==> src/rtl/stk_ram_pkg.sv <==
// -----------------------------------------------------------------------------
// stk_ram_pkg
//   Shared types and constants for the stack spill RAM responder.
//   - stk_state_e : responder FSM states (IDLE, WR_BURST, RD_BURST)
//   - stk_dir_e   : direction of the last completed burst (RD, WR)
//   - stk_dbg_t   : debug view of the control state, exported by the top
//   - BURST_LEN   : beats per burst; the final beat is the one whose low
//                   address bits equal BURST_LEN-1
// -----------------------------------------------------------------------------
package stk_ram_pkg;

    localparam int BURST_LEN = 4;
    localparam int BEAT_W    = $clog2(BURST_LEN);

    typedef enum logic [1:0] {
        IDLE     = 2'd0,
        WR_BURST = 2'd1,
        RD_BURST = 2'd2
    } stk_state_e;

    typedef enum logic {
        RD = 1'b0,
        WR = 1'b1
    } stk_dir_e;

    typedef struct packed {
        stk_state_e state;
        stk_dir_e   last_dir;
    } stk_dbg_t;

    // A burst ends on the beat addressed at the last slot of its
    // BURST_LEN-aligned group, not after a fixed count of beats.
    function automatic logic is_last_beat(input logic [BEAT_W-1:0] beat);
        return beat == BEAT_W'(BURST_LEN - 1);
    endfunction

endpackage

==> src/rtl/stk_ram_if.sv <==
// -----------------------------------------------------------------------------
// StkRamIf
//   Stack spill interface between a requester (Master) and the RAM
//   responder (Slave).
//   Parameters: DW data width, AW address width.
//   Read  channel : rd_vld, rd_adr  -> ; <- rd_rdy, rd_dat, rd_ack
//   Write channel : wr_vld, wr_adr, wr_dat -> ; <- wr_rdy
//
//   Handshake: a beat transfers in any cycle where vld and rdy are both
//   high at the rising edge. The requester holds vld/adr/dat stable until
//   it sees rdy; the responder may drop rdy at any time and vld never
//   depends on rdy. Read data has no back-pressure: rd_ack/rd_dat appear
//   exactly one cycle after the read beat transfers.
// -----------------------------------------------------------------------------
interface StkRamIf #(
    parameter int DW = 98,
    parameter int AW = 5
);
    logic          rd_vld;
    logic [AW-1:0] rd_adr;
    logic          rd_rdy;
    logic [DW-1:0] rd_dat;
    logic          rd_ack;
    logic          wr_vld;
    logic [AW-1:0] wr_adr;
    logic [DW-1:0] wr_dat;
    logic          wr_rdy;

    modport Slave (
        input  rd_vld, rd_adr, wr_vld, wr_adr, wr_dat,
        output rd_rdy, rd_dat, rd_ack, wr_rdy
    );

    modport Master (
        output rd_vld, rd_adr, wr_vld, wr_adr, wr_dat,
        input  rd_rdy, rd_dat, rd_ack, wr_rdy
    );
endinterface

==> src/rtl/stk_ram_sp.sv <==
// -----------------------------------------------------------------------------
// stk_ram_sp
//   Behavioural single-port RAM with a registered read port.
//   Parameters: W word width, D number of words, AW address width.
//   Ports:
//     clk   input  1   rising-edge clock
//     en    input  1   port enable (one access per cycle)
//     we    input  1   1 = write wdat to adr, 0 = read adr
//     adr   input  AW  word address (must be < D when en=1)
//     wdat  input  W   write data
//     rdat  output W   read data, valid the cycle after a read; holds
//                      its value on cycles without a read
//   Contents are not reset.
// -----------------------------------------------------------------------------
module stk_ram_sp #(
    parameter int W  = 98,
    parameter int D  = 32,
    parameter int AW = $clog2(D > 2 ? D : 2)
) (
    input  logic          clk,
    input  logic          en,
    input  logic          we,
    input  logic [AW-1:0] adr,
    input  logic [W-1:0]  wdat,
    output logic [W-1:0]  rdat
);

    logic [W-1:0] mem [D];

    always_ff @(posedge clk) begin
        if (en) begin
            if (we) begin
                mem[adr] <= wdat;
            end else begin
                rdat <= mem[adr];
            end
        end
    end

endmodule

==> src/rtl/stk_ram_responder.sv <==
// -----------------------------------------------------------------------------
// stk_ram_responder
//   Responder end of the stack spill interface, backed by a single-port RAM.
//   Reads and writes arrive as 4-beat bursts; a burst owns the RAM port
//   until its last beat (low address bits == 3) is accepted. When both
//   directions request in IDLE, the direction opposite the last completed
//   burst wins.
//
//   Parameters: DW data width, DEPTH RAM entries, AW address width.
//   Ports:
//     clk         input   1    rising-edge clock
//     rst_n       input   1    asynchronous active-low reset
//     clear       input   1    synchronous flush of control state
//     stk_ram_if  StkRamIf.Slave  read/write request channels
//     par_err     output  1    parity error pulse, aligned with rd_ack
//     oob_err     output  1    sticky: an out-of-range beat was accepted
//     dbg         output  stk_dbg_t  FSM state and last burst direction
//
//   Build option: define STK_RAM_PARITY_EN to store one even-parity bit per
//   word and check it on every in-range read. Without it the RAM is DW
//   wide and par_err is held low.
// -----------------------------------------------------------------------------
module stk_ram_responder
    import stk_ram_pkg::*;
#(
    parameter int DW    = 98,
    parameter int DEPTH = 32,
    parameter int AW    = $clog2(DEPTH > 2 ? DEPTH : 2)
) (
    input  logic          clk,
    input  logic          rst_n,
    input  logic          clear,
    StkRamIf.Slave        stk_ram_if,
    output logic          par_err,
    output logic          oob_err,
    output stk_dbg_t      dbg
);

`ifdef STK_RAM_PARITY_EN
    localparam int RW = DW + 1;
`else
    localparam int RW = DW;
`endif
    // Address width actually needed to index DEPTH words.
    localparam int RAW = $clog2(DEPTH > 2 ? DEPTH : 2);
    localparam logic [AW:0] DEPTH_LIM = (AW + 1)'(DEPTH);

    // ------------------------------------------------------------------
    // Control state
    // ------------------------------------------------------------------
    stk_state_e state_q, state_d;
    stk_dir_e   last_dir_q, last_dir_d;

    logic wr_grant, rd_grant;
    logic wr_acc, rd_acc;
    logic wr_last, rd_last;
    logic wr_oob, rd_oob;

    assign wr_last = is_last_beat(stk_ram_if.wr_adr[BEAT_W-1:0]);
    assign rd_last = is_last_beat(stk_ram_if.rd_adr[BEAT_W-1:0]);
    assign wr_oob  = {1'b0, stk_ram_if.wr_adr} >= DEPTH_LIM;
    assign rd_oob  = {1'b0, stk_ram_if.rd_adr} >= DEPTH_LIM;

    assign wr_acc = stk_ram_if.wr_vld && wr_grant;
    assign rd_acc = stk_ram_if.rd_vld && rd_grant;

    // State register.
    always_ff @(posedge clk or negedge rst_n) begin
        if (!rst_n) begin
            state_q    <= IDLE;
            last_dir_q <= RD;
        end else begin
            state_q    <= state_d;
            last_dir_q <= last_dir_d;
        end
    end

    // Next-state logic. At most one of wr_acc/rd_acc is ever high because
    // the grants below are mutually exclusive.
    always_comb begin
        state_d    = state_q;
        last_dir_d = last_dir_q;
        if (clear) begin
            state_d    = IDLE;
            last_dir_d = RD;
        end else if (wr_acc) begin
            if (wr_last) begin
                state_d    = IDLE;
                last_dir_d = WR;
            end else begin
                state_d = WR_BURST;
            end
        end else if (rd_acc) begin
            if (rd_last) begin
                state_d    = IDLE;
                last_dir_d = RD;
            end else begin
                state_d = RD_BURST;
            end
        end
    end

    // Output logic: the ready grants. In IDLE they follow the valids
    // combinationally so only a requesting side is granted; inside a burst
    // they come from the state alone. A clear cycle grants nothing, so no
    // beat can slip through while control state is being flushed.
    always_comb begin
        wr_grant = 1'b0;
        rd_grant = 1'b0;
        if (!clear) begin
            case (state_q)
                IDLE: begin
                    if (stk_ram_if.wr_vld && stk_ram_if.rd_vld) begin
                        if (last_dir_q == RD) begin
                            wr_grant = 1'b1;
                        end else begin
                            rd_grant = 1'b1;
                        end
                    end else begin
                        wr_grant = stk_ram_if.wr_vld;
                        rd_grant = stk_ram_if.rd_vld;
                    end
                end
                WR_BURST: wr_grant = 1'b1;
                RD_BURST: rd_grant = 1'b1;
                default: begin
                    wr_grant = 1'b0;
                    rd_grant = 1'b0;
                end
            endcase
        end
    end

    assign stk_ram_if.wr_rdy = wr_grant;
    assign stk_ram_if.rd_rdy = rd_grant;

    always_comb begin
        dbg          = '0;
        dbg.state    = state_q;
        dbg.last_dir = last_dir_q;
    end

    // ------------------------------------------------------------------
    // RAM port. Out-of-range beats are still accepted but never reach the
    // array: writes are dropped and reads are answered with zero.
    // ------------------------------------------------------------------
    logic           ram_en, ram_we;
    logic [AW-1:0]  ram_adr_full;
    logic [RAW-1:0] ram_adr;
    logic [RW-1:0]  ram_wdat, ram_rdat;

    assign ram_we       = wr_acc;
    assign ram_en       = (wr_acc && !wr_oob) || (rd_acc && !rd_oob);
    assign ram_adr_full = wr_acc ? stk_ram_if.wr_adr : stk_ram_if.rd_adr;
    assign ram_adr      = ram_adr_full[RAW-1:0];

`ifdef STK_RAM_PARITY_EN
    // Even parity: the stored word including its parity bit XORs to zero.
    assign ram_wdat = {^stk_ram_if.wr_dat, stk_ram_if.wr_dat};
`else
    assign ram_wdat = stk_ram_if.wr_dat;
`endif

    stk_ram_sp #(
        .W  (RW),
        .D  (DEPTH),
        .AW (RAW)
    ) u_ram (
        .clk  (clk),
        .en   (ram_en),
        .we   (ram_we),
        .adr  (ram_adr),
        .wdat (ram_wdat),
        .rdat (ram_rdat)
    );

    // ------------------------------------------------------------------
    // Read response. ack_q marks the cycle after an accepted read;
    // dat_hold_q keeps the last value shown on rd_dat so the bus holds it
    // while no ack is present (the RAM output alone could not, since
    // out-of-range reads never touch it).
    // ------------------------------------------------------------------
    logic          ack_q;
    logic          oob_rd_q;
    logic          oob_err_q;
    logic          rd_ack_c;
    logic [DW-1:0] dat_hold_q;
    logic [DW-1:0] rd_dat_c;

    always_ff @(posedge clk or negedge rst_n) begin
        if (!rst_n) begin
            ack_q      <= 1'b0;
            oob_rd_q   <= 1'b0;
            dat_hold_q <= '0;
            oob_err_q  <= 1'b0;
        end else begin
            ack_q      <= rd_acc;
            oob_rd_q   <= rd_acc && rd_oob;
            dat_hold_q <= rd_dat_c;
            if (clear) begin
                oob_err_q <= 1'b0;
            end else if ((wr_acc && wr_oob) || (rd_acc && rd_oob)) begin
                oob_err_q <= 1'b1;
            end
        end
    end

    // clear also drops an ack already in flight, so a flush in the cycle
    // after a read leaves no response behind.
    always_comb begin
        rd_ack_c = ack_q && !clear;
        rd_dat_c = dat_hold_q;
        if (rd_ack_c) begin
            rd_dat_c = oob_rd_q ? '0 : ram_rdat[DW-1:0];
        end
    end

    assign stk_ram_if.rd_ack = rd_ack_c;
    assign stk_ram_if.rd_dat = rd_dat_c;
    assign oob_err           = oob_err_q;

`ifdef STK_RAM_PARITY_EN
    assign par_err = rd_ack_c && !oob_rd_q && (^ram_rdat);
`else
    assign par_err = 1'b0;
`endif

endmodule

==> src/flat_wrapper.sv <==
// flat-port wrapper written by rule: the top's interface ports become plain ports
module stk_ram_responder_flat import stk_ram_pkg::*;
#(
    parameter int DW    = 98,
    parameter int DEPTH = 32,
    parameter int AW    = $clog2(DEPTH > 2 ? DEPTH : 2)
)
  (clk, rst_n, clear, par_err, oob_err, dbg, stk_ram_if_rd_vld, stk_ram_if_rd_adr, stk_ram_if_wr_vld, stk_ram_if_wr_adr, stk_ram_if_wr_dat, stk_ram_if_rd_rdy, stk_ram_if_rd_dat, stk_ram_if_rd_ack, stk_ram_if_wr_rdy);
  StkRamIf #(.DW(DW), .AW(AW)) stk_ram_if_i ();
  input  logic clk;
  input  logic rst_n;
  input  logic clear;
  output logic par_err;
  output logic oob_err;
  output stk_dbg_t dbg;
  input wire logic [$bits(stk_ram_if_i.rd_vld)-1:0] stk_ram_if_rd_vld;
  input wire logic [$bits(stk_ram_if_i.rd_adr)-1:0] stk_ram_if_rd_adr;
  input wire logic [$bits(stk_ram_if_i.wr_vld)-1:0] stk_ram_if_wr_vld;
  input wire logic [$bits(stk_ram_if_i.wr_adr)-1:0] stk_ram_if_wr_adr;
  input wire logic [$bits(stk_ram_if_i.wr_dat)-1:0] stk_ram_if_wr_dat;
  output wire logic [$bits(stk_ram_if_i.rd_rdy)-1:0] stk_ram_if_rd_rdy;
  output wire logic [$bits(stk_ram_if_i.rd_dat)-1:0] stk_ram_if_rd_dat;
  output wire logic [$bits(stk_ram_if_i.rd_ack)-1:0] stk_ram_if_rd_ack;
  output wire logic [$bits(stk_ram_if_i.wr_rdy)-1:0] stk_ram_if_wr_rdy;
  assign stk_ram_if_i.rd_vld = stk_ram_if_rd_vld;
  assign stk_ram_if_i.rd_adr = stk_ram_if_rd_adr;
  assign stk_ram_if_i.wr_vld = stk_ram_if_wr_vld;
  assign stk_ram_if_i.wr_adr = stk_ram_if_wr_adr;
  assign stk_ram_if_i.wr_dat = stk_ram_if_wr_dat;
  assign stk_ram_if_rd_rdy = stk_ram_if_i.rd_rdy;
  assign stk_ram_if_rd_dat = stk_ram_if_i.rd_dat;
  assign stk_ram_if_rd_ack = stk_ram_if_i.rd_ack;
  assign stk_ram_if_wr_rdy = stk_ram_if_i.wr_rdy;
  stk_ram_responder #(.DW(DW), .DEPTH(DEPTH), .AW(AW)) u_core (.clk(clk), .rst_n(rst_n), .clear(clear), .stk_ram_if(stk_ram_if_i), .par_err(par_err), .oob_err(oob_err), .dbg(dbg));
endmodule
==> config.mk <==
export PLATFORM = sky130hd
export DESIGN_NAME = stk_ram_responder_flat
export DESIGN_NICKNAME = d
export VERILOG_FILES = /design/src/rtl/stk_ram_pkg.sv /design/src/rtl/stk_ram_if.sv /design/src/rtl/stk_ram_sp.sv /design/src/rtl/stk_ram_responder.sv /design/src/flat_wrapper.sv
export SDC_FILE = /design/constraint.sdc
export NUM_CORES = 2
export LEC_CHECK = 0
export BUFFER_PORTS_ARGS = -buffer_cell sky130_fd_sc_hd__buf_2
export CORE_UTILIZATION = 50
export CTS_BUF_LIST = sky130_fd_sc_hd__clkbuf_4 sky130_fd_sc_hd__clkbuf_8
export CTS_CLUSTER_SIZE = 40
export DETAILED_ROUTE_END_ITERATION = 12
export PLACE_DENSITY = 0.66
export SYNTH_ARGS = -nofsm -noshare
export SYNTH_HDL_FRONTEND = slang
export SYNTH_SLANG_ARGS = --single-unit
==> constraint.sdc <==
create_clock -name clk -period 15.8 [get_ports clk]
set_input_delay 3.16 -clock clk [delete_from_list [all_inputs] [get_ports clk]]
set_output_delay 3.16 -clock clk [all_outputs]
set_load 0.05 [all_outputs]
; Word level (Yosys, flattened, before mapping)
; Memory sizes are Yosys's and may differ from the RTL's. A register that Yosys moved wholly into a read port is not among the register bits.
; Cells that the tools add are included.
[word_totals]
memories = 1
out_inout_bits = 106
reg_bits = 102
inputBits = 113
ram_bits = 3136
[memory_table]
columns = memory, depth, width, read_ports, rd_clocked_by_memory_dff, wr, line_no
row1 = u_core.u_ram.mem, 32, 98, 1, 1, 1, stk_ram_sp.sv:28  ; logic [W-1:0] mem [D];
[classes]
bitwise_logic = 1
n_mux = 23
eq_ne = 5
reduce_logical = 11
[ops]
columns = op, count
row1 = $mux W98, 1
row2 = $mux W1, 15
row3 = $mux W2, 4
row4 = $eq A2 B2 Y1 const B, 3
row5 = $reduce_bool A3 Y1, 2
row6 = $mux W5, 1
row7 = $logic_and A1 B1 Y1, 4
row8 = $pmux W1 S2, 2
row9 = $ne A3 B3 Y1 const B, 1
row10 = $reduce_and A3 Y1, 1
row11 = $eq A2 B1 Y1 const B, 1
row12 = $logic_not A2 Y1, 1
row13 = $reduce_and A2 Y1, 1
row14 = $logic_not A1 Y1, 1
row15 = $logic_or A1 B1 Y1, 1
row16 = $not A1 Y1, 1

; Depth between registers and ports, before layout
[logic_depth]
word_depth = 8
mapped_depth = 12
ltp_nobuf = 7

; By module
; Synthesis repeated with hierarchy kept, for this count alone.
[hier_totals]
cells_unflattened = 6544
hier_area_um2 = 125357.7
[modules_own_cells]
columns = mod, area_each_um2, instances, seq_area_each_um2, cells_per_inst
row1 = stk_ram_sp, 121366.4, 1, 97113.1, 6299
row2 = stk_ram_responder, 3991.3, 1, 2552.4, 245

; Worst setup path before layout
; Ideal clock, no wire load.
[synth_path]
path_kind = input to register
from = input port clear
to = memory u_core.u_ram.mem[0][0], enable pin
path_slack_ns = 1.600
stages = 6
setup_ns = 0.795
arrival_time_ns = 13.405
t_required_ns = 15.005
n_path_buf = 3
path_cell_list = nor3b_2 -> nand2_1 -> buf_4 -> buf_4 -> clkbuf_1 -> nor4_1
[synth_via]
elab_chain_cells = 5
elab_cells_between_ends = 9
[synth_lines]
columns = item, line_no
row1 = "start, declared", flat_wrapper.sv:12  ; input logic clear;
row2 = $mux W1, stk_ram_responder.sv:110  ; if (!clear) begin
row3 = $logic_and A1 B1 Y1 (on tied branches), "stk_ram_responder.sv:64, stk_ram_responder.sv:65"
row4 = $mux W1 or $logic_or A1 B1 Y1 (tied branches), "stk_ram_sp.sv:32, stk_ram_responder.sv:153"
row5 = $mux W1, stk_ram_sp.sv:31  ; if (en) begin
row6 = $mux W1 (implied by the code), stk_ram_sp.sv:33  ; mem[adr] <= wdat;
row7 = "end, declared", stk_ram_sp.sv:28
; Several ways; a longest one is shown, not always the timed one.

; Final worst setup path
[layout_path]
from = input port clear
to = output port stk_ram_if_rd_dat[42]
[layout_via]
elab_chain_cells = 3
[layout_lines]
columns = item, line_no
row1 = $logic_not A1 Y1, -
row2 = $logic_and A1 B1 Y1, stk_ram_responder.sv:211  ; rd_ack_c = ack_q && !clear;
row3 = $mux W98, stk_ram_responder.sv:213  ; if (rd_ack_c) begin
row4 = "end, declared", flat_wrapper.sv:22  ; output wire logic [$bits(stk_ram_if_i.rd_dat)-1:0] stk_ram_if_rd_dat;
; No other way between the ends.

==> out/metrics.yaml <==
drcViolationCount: 0
syn-mean-instance-area_sq_um: 18.1
globalRouteOverflowTotal: 0
fin_area_sq_um: 141000
cts.sinks: 3336
clk_latency_ns: 1.08
synth_edf_count: 3234
fin_crit_ns: 8.67
wirelength_microns: 344000
ctsRootBufferMaster: "clkbuf_8"
start_util_pct: 50.4
max_clock_freq_mhz: 115
yosys_warnings: 0
final_common_cell: "edfxtp_1"
antenna_found_initial: 61
num_io_pins: 219
rr_worst_depth: 10
dr.pass1.iters: 6
num_vias: 69500
cp-start-kind: "primary input"
cp.arrival_ns: 5.51
die_area_sq_um: 253000
setup_tns_ns: 0
nNetsFinal: 7596
h-tree-depth: 6
first_global_vias: 67200
cp-end-kind: "output pin"
cp.required_ns: 12.64
synth_flop_cell: "edfxtp_1"
finalCritPeriodShare_pct: 54.9
cp-startpoint: "clear"
met2_usage_pct: 42.4
crit_type: "primary input to output pin"
crit_end: "stk_ram_if_rd_dat[42]"
grt_util_met3_pct: 5.94
grt_max_degree: 146
grt_pass1_wl_microns: 482000
core_region_area_sq_um: 249000
r2r_start: "u_core.state_q[1]"
syn_inst: 6950
most-common-layout-cells: "edfxtp_1 (3,234), mux2i_1 (1,290), o22ai_1 (629)"
top_usage_layer: "met2"
drt_iter0_markers: 8415
hold_buffers: 0
cts_buffer_depth: 4
hold_path_class: "register to register"
ant_nets: 0
finalHoldViolCount: 0
fp.dieW_microns: 503
max_slew_margin_pct: 8.55
crit_path_max_fanout: 39
power_density_nw_per_um2: 131
grt_use_met1_pct: 37.2
wl_per_cell_microns: 30.6
place_area_sq_um: 131000
r2r_end: "u_core.u_ram.rdat[77]"
synthArstFlopShare_pct: 3.06
drv_cap: 0
via_per_inst: 6.20
seq_area_frac_synth_pct: 79.3
place_congestion: 0.805
die_height_microns: 503
power_leakage_uw: 0.0494
rows: 183
synthToLayoutAreaGrowth_pct: 12.5
grt_use_total_pct: 26.9
register_area_sq_um: 99700
ys_ff_latch: 3336
ir_drop_uv: 98.9
cts_tree: "done"
place.detailed.hpwl_microns: 163000
tightest_slew_ns: 1.37
syn_area_sq_um: 126000
drive_above_1_share_pct: 17.2
cts_inserted_buffers: 550
n_fill_cell: 18800
multi_input_area_sq_um: 24600
post_cts_buffers: 0
ys_types: 68
fin_worst_skew_ns: 0.0883
r2r_setup_slack_ns: 10.22
setup_violations: 0
portBuffers: 216
cts_resized: 0
slew_violations: 0
rsz0062_at_grt: "false"
cts.reportedPaths.clkPinSlew_ns: 0.06
status: "complete, no violations"
## where the power goes
| part | internal (uW) | switching [uW] | total [uW] | leakage (uW) |
|---|---|---|---|---|
| Combinational | 406 | 968 | 1370 | 0.0136 |
| Clock | 3910 | 3340 | 7250 | 0.00542 |
| Sequential | 9840 | 32.6 | 9870 | 0.0304 |
| Total | 14200 | 4340 | 18500 | 0.0494 |
## cell usage after synthesis (4+ instances only)
master	n	area [sq um]
edfxtp_1	3234	97100
mux2i_1	1292	12900
o22ai_1	629	3940
nand2_1	470	1760
a21oi_1	217	1090
nor4_1	197	1230
clkbuf_1	190	713
buf_2	159	796
mux2_2	103	1160
dfrtp_1	102	2550
nor2_1	41	154
o21ai_0	37	185
a222oi_1	22	220
nand4_1	22	138
nor3_1	19	95.1
buf_1	18	67.6
a221oi_1	16	140
a22oi_1	15	113
nor3b_1	14	105
buf_6	13	146
nand3_1	12	60.1
o21ai_1	12	60.1
inv_1	10	37.5
buf_4	9	67.6
o211ai_1	6	45.0
and3_1	5	31.3
a211oi_1	4	30.0
a31oi_1	4	25.0
nand3b_1	4	30.0
o31a_1	4	35.0
or3_1	4	25.0
## registers in the layout, indices dropped and copies added (netlist names)
name and count:
u_core.state_q 2, u_core.dat_hold_q 98, u_core.u_ram.mem 3136, u_core.last_dir_q 1, u_core.ack_q 1, u_core.u_ram.rdat 98
## per-layer routing
metal | vias up | share of wire [%]
met5 | - | 0.083
li1 | 29100 | -
met1 | 35900 | 40
met4 | 40 | 2.9
met2 | 3861 | 47
met3 | 721 | 10
## worst min path at each step
stage,cells after the start,from,endpoint,slack (ns)
detailed placement,1,u_core.u_ram.rdat[28],u_core.dat_hold_q[28],0.48
floorplan,2,u_core.u_ram.mem[11][6],u_core.u_ram.rdat[6],0.52
finish,1,u_core.dat_hold_q[54],u_core.dat_hold_q[54],0.49
global placement,1,u_core.u_ram.rdat[27],u_core.dat_hold_q[27],0.48
CTS,1,u_core.u_ram.rdat[68],u_core.dat_hold_q[68],0.49
global route,1,u_core.dat_hold_q[23],u_core.dat_hold_q[23],0.50
## kinds of logic (layout without fill, tap and decap cells)
| kind of cell | Yosys count | in the layout | synth area share, % |
|---|---|---|---|
| flops | 3336 | 3336 | 79.3 |
| other cells | 1 | 24 | 0.00298 |
| simple gates | 819 | 819 | 3.10 |
| compound gates | 996 | 996 | 4.89 |
| mux | 1399 | 1399 | 11.3 |
| buf+inv | 399 | 1317 | 1.45 |
## worst max-delay path, stage by stage
cell	delay, ns
buf_2	0.15
nor2b_4	0.53
buf_4	0.37
buf_4	0.53
mux2_2	0.42
buf_2	0.21
## stage by stage
step           total power [uW]  cells  worst slack, ns  hold slack (ns)  utilization, %
2_1_floorplan             11000   6951             1.60            0.516               -
3_3_place_gp              11400  10300             7.21            0.477            52.6
3_5_place_dp              11400  10300             7.17            0.480            52.6
4_1_cts                   18600  11200             7.16            0.494            56.7
5_1_grt                   19100  11200             7.05            0.502            56.7
6_report                  18500  11200             7.13            0.488            56.7
## area by class of cell
cell class	count	area share, %
Tap cell	3330	2.95
Inverter	10	0.0265
Clock buffer	722	6.31
Clock inverter	216	1.01
Antenna cell	22	0.0389
Multi-Input combinational cell	3216	17.4
Timing Repair Buffer	369	1.78
Sequential cell	3336	70.5
Power figures use the tool's default switching activity.
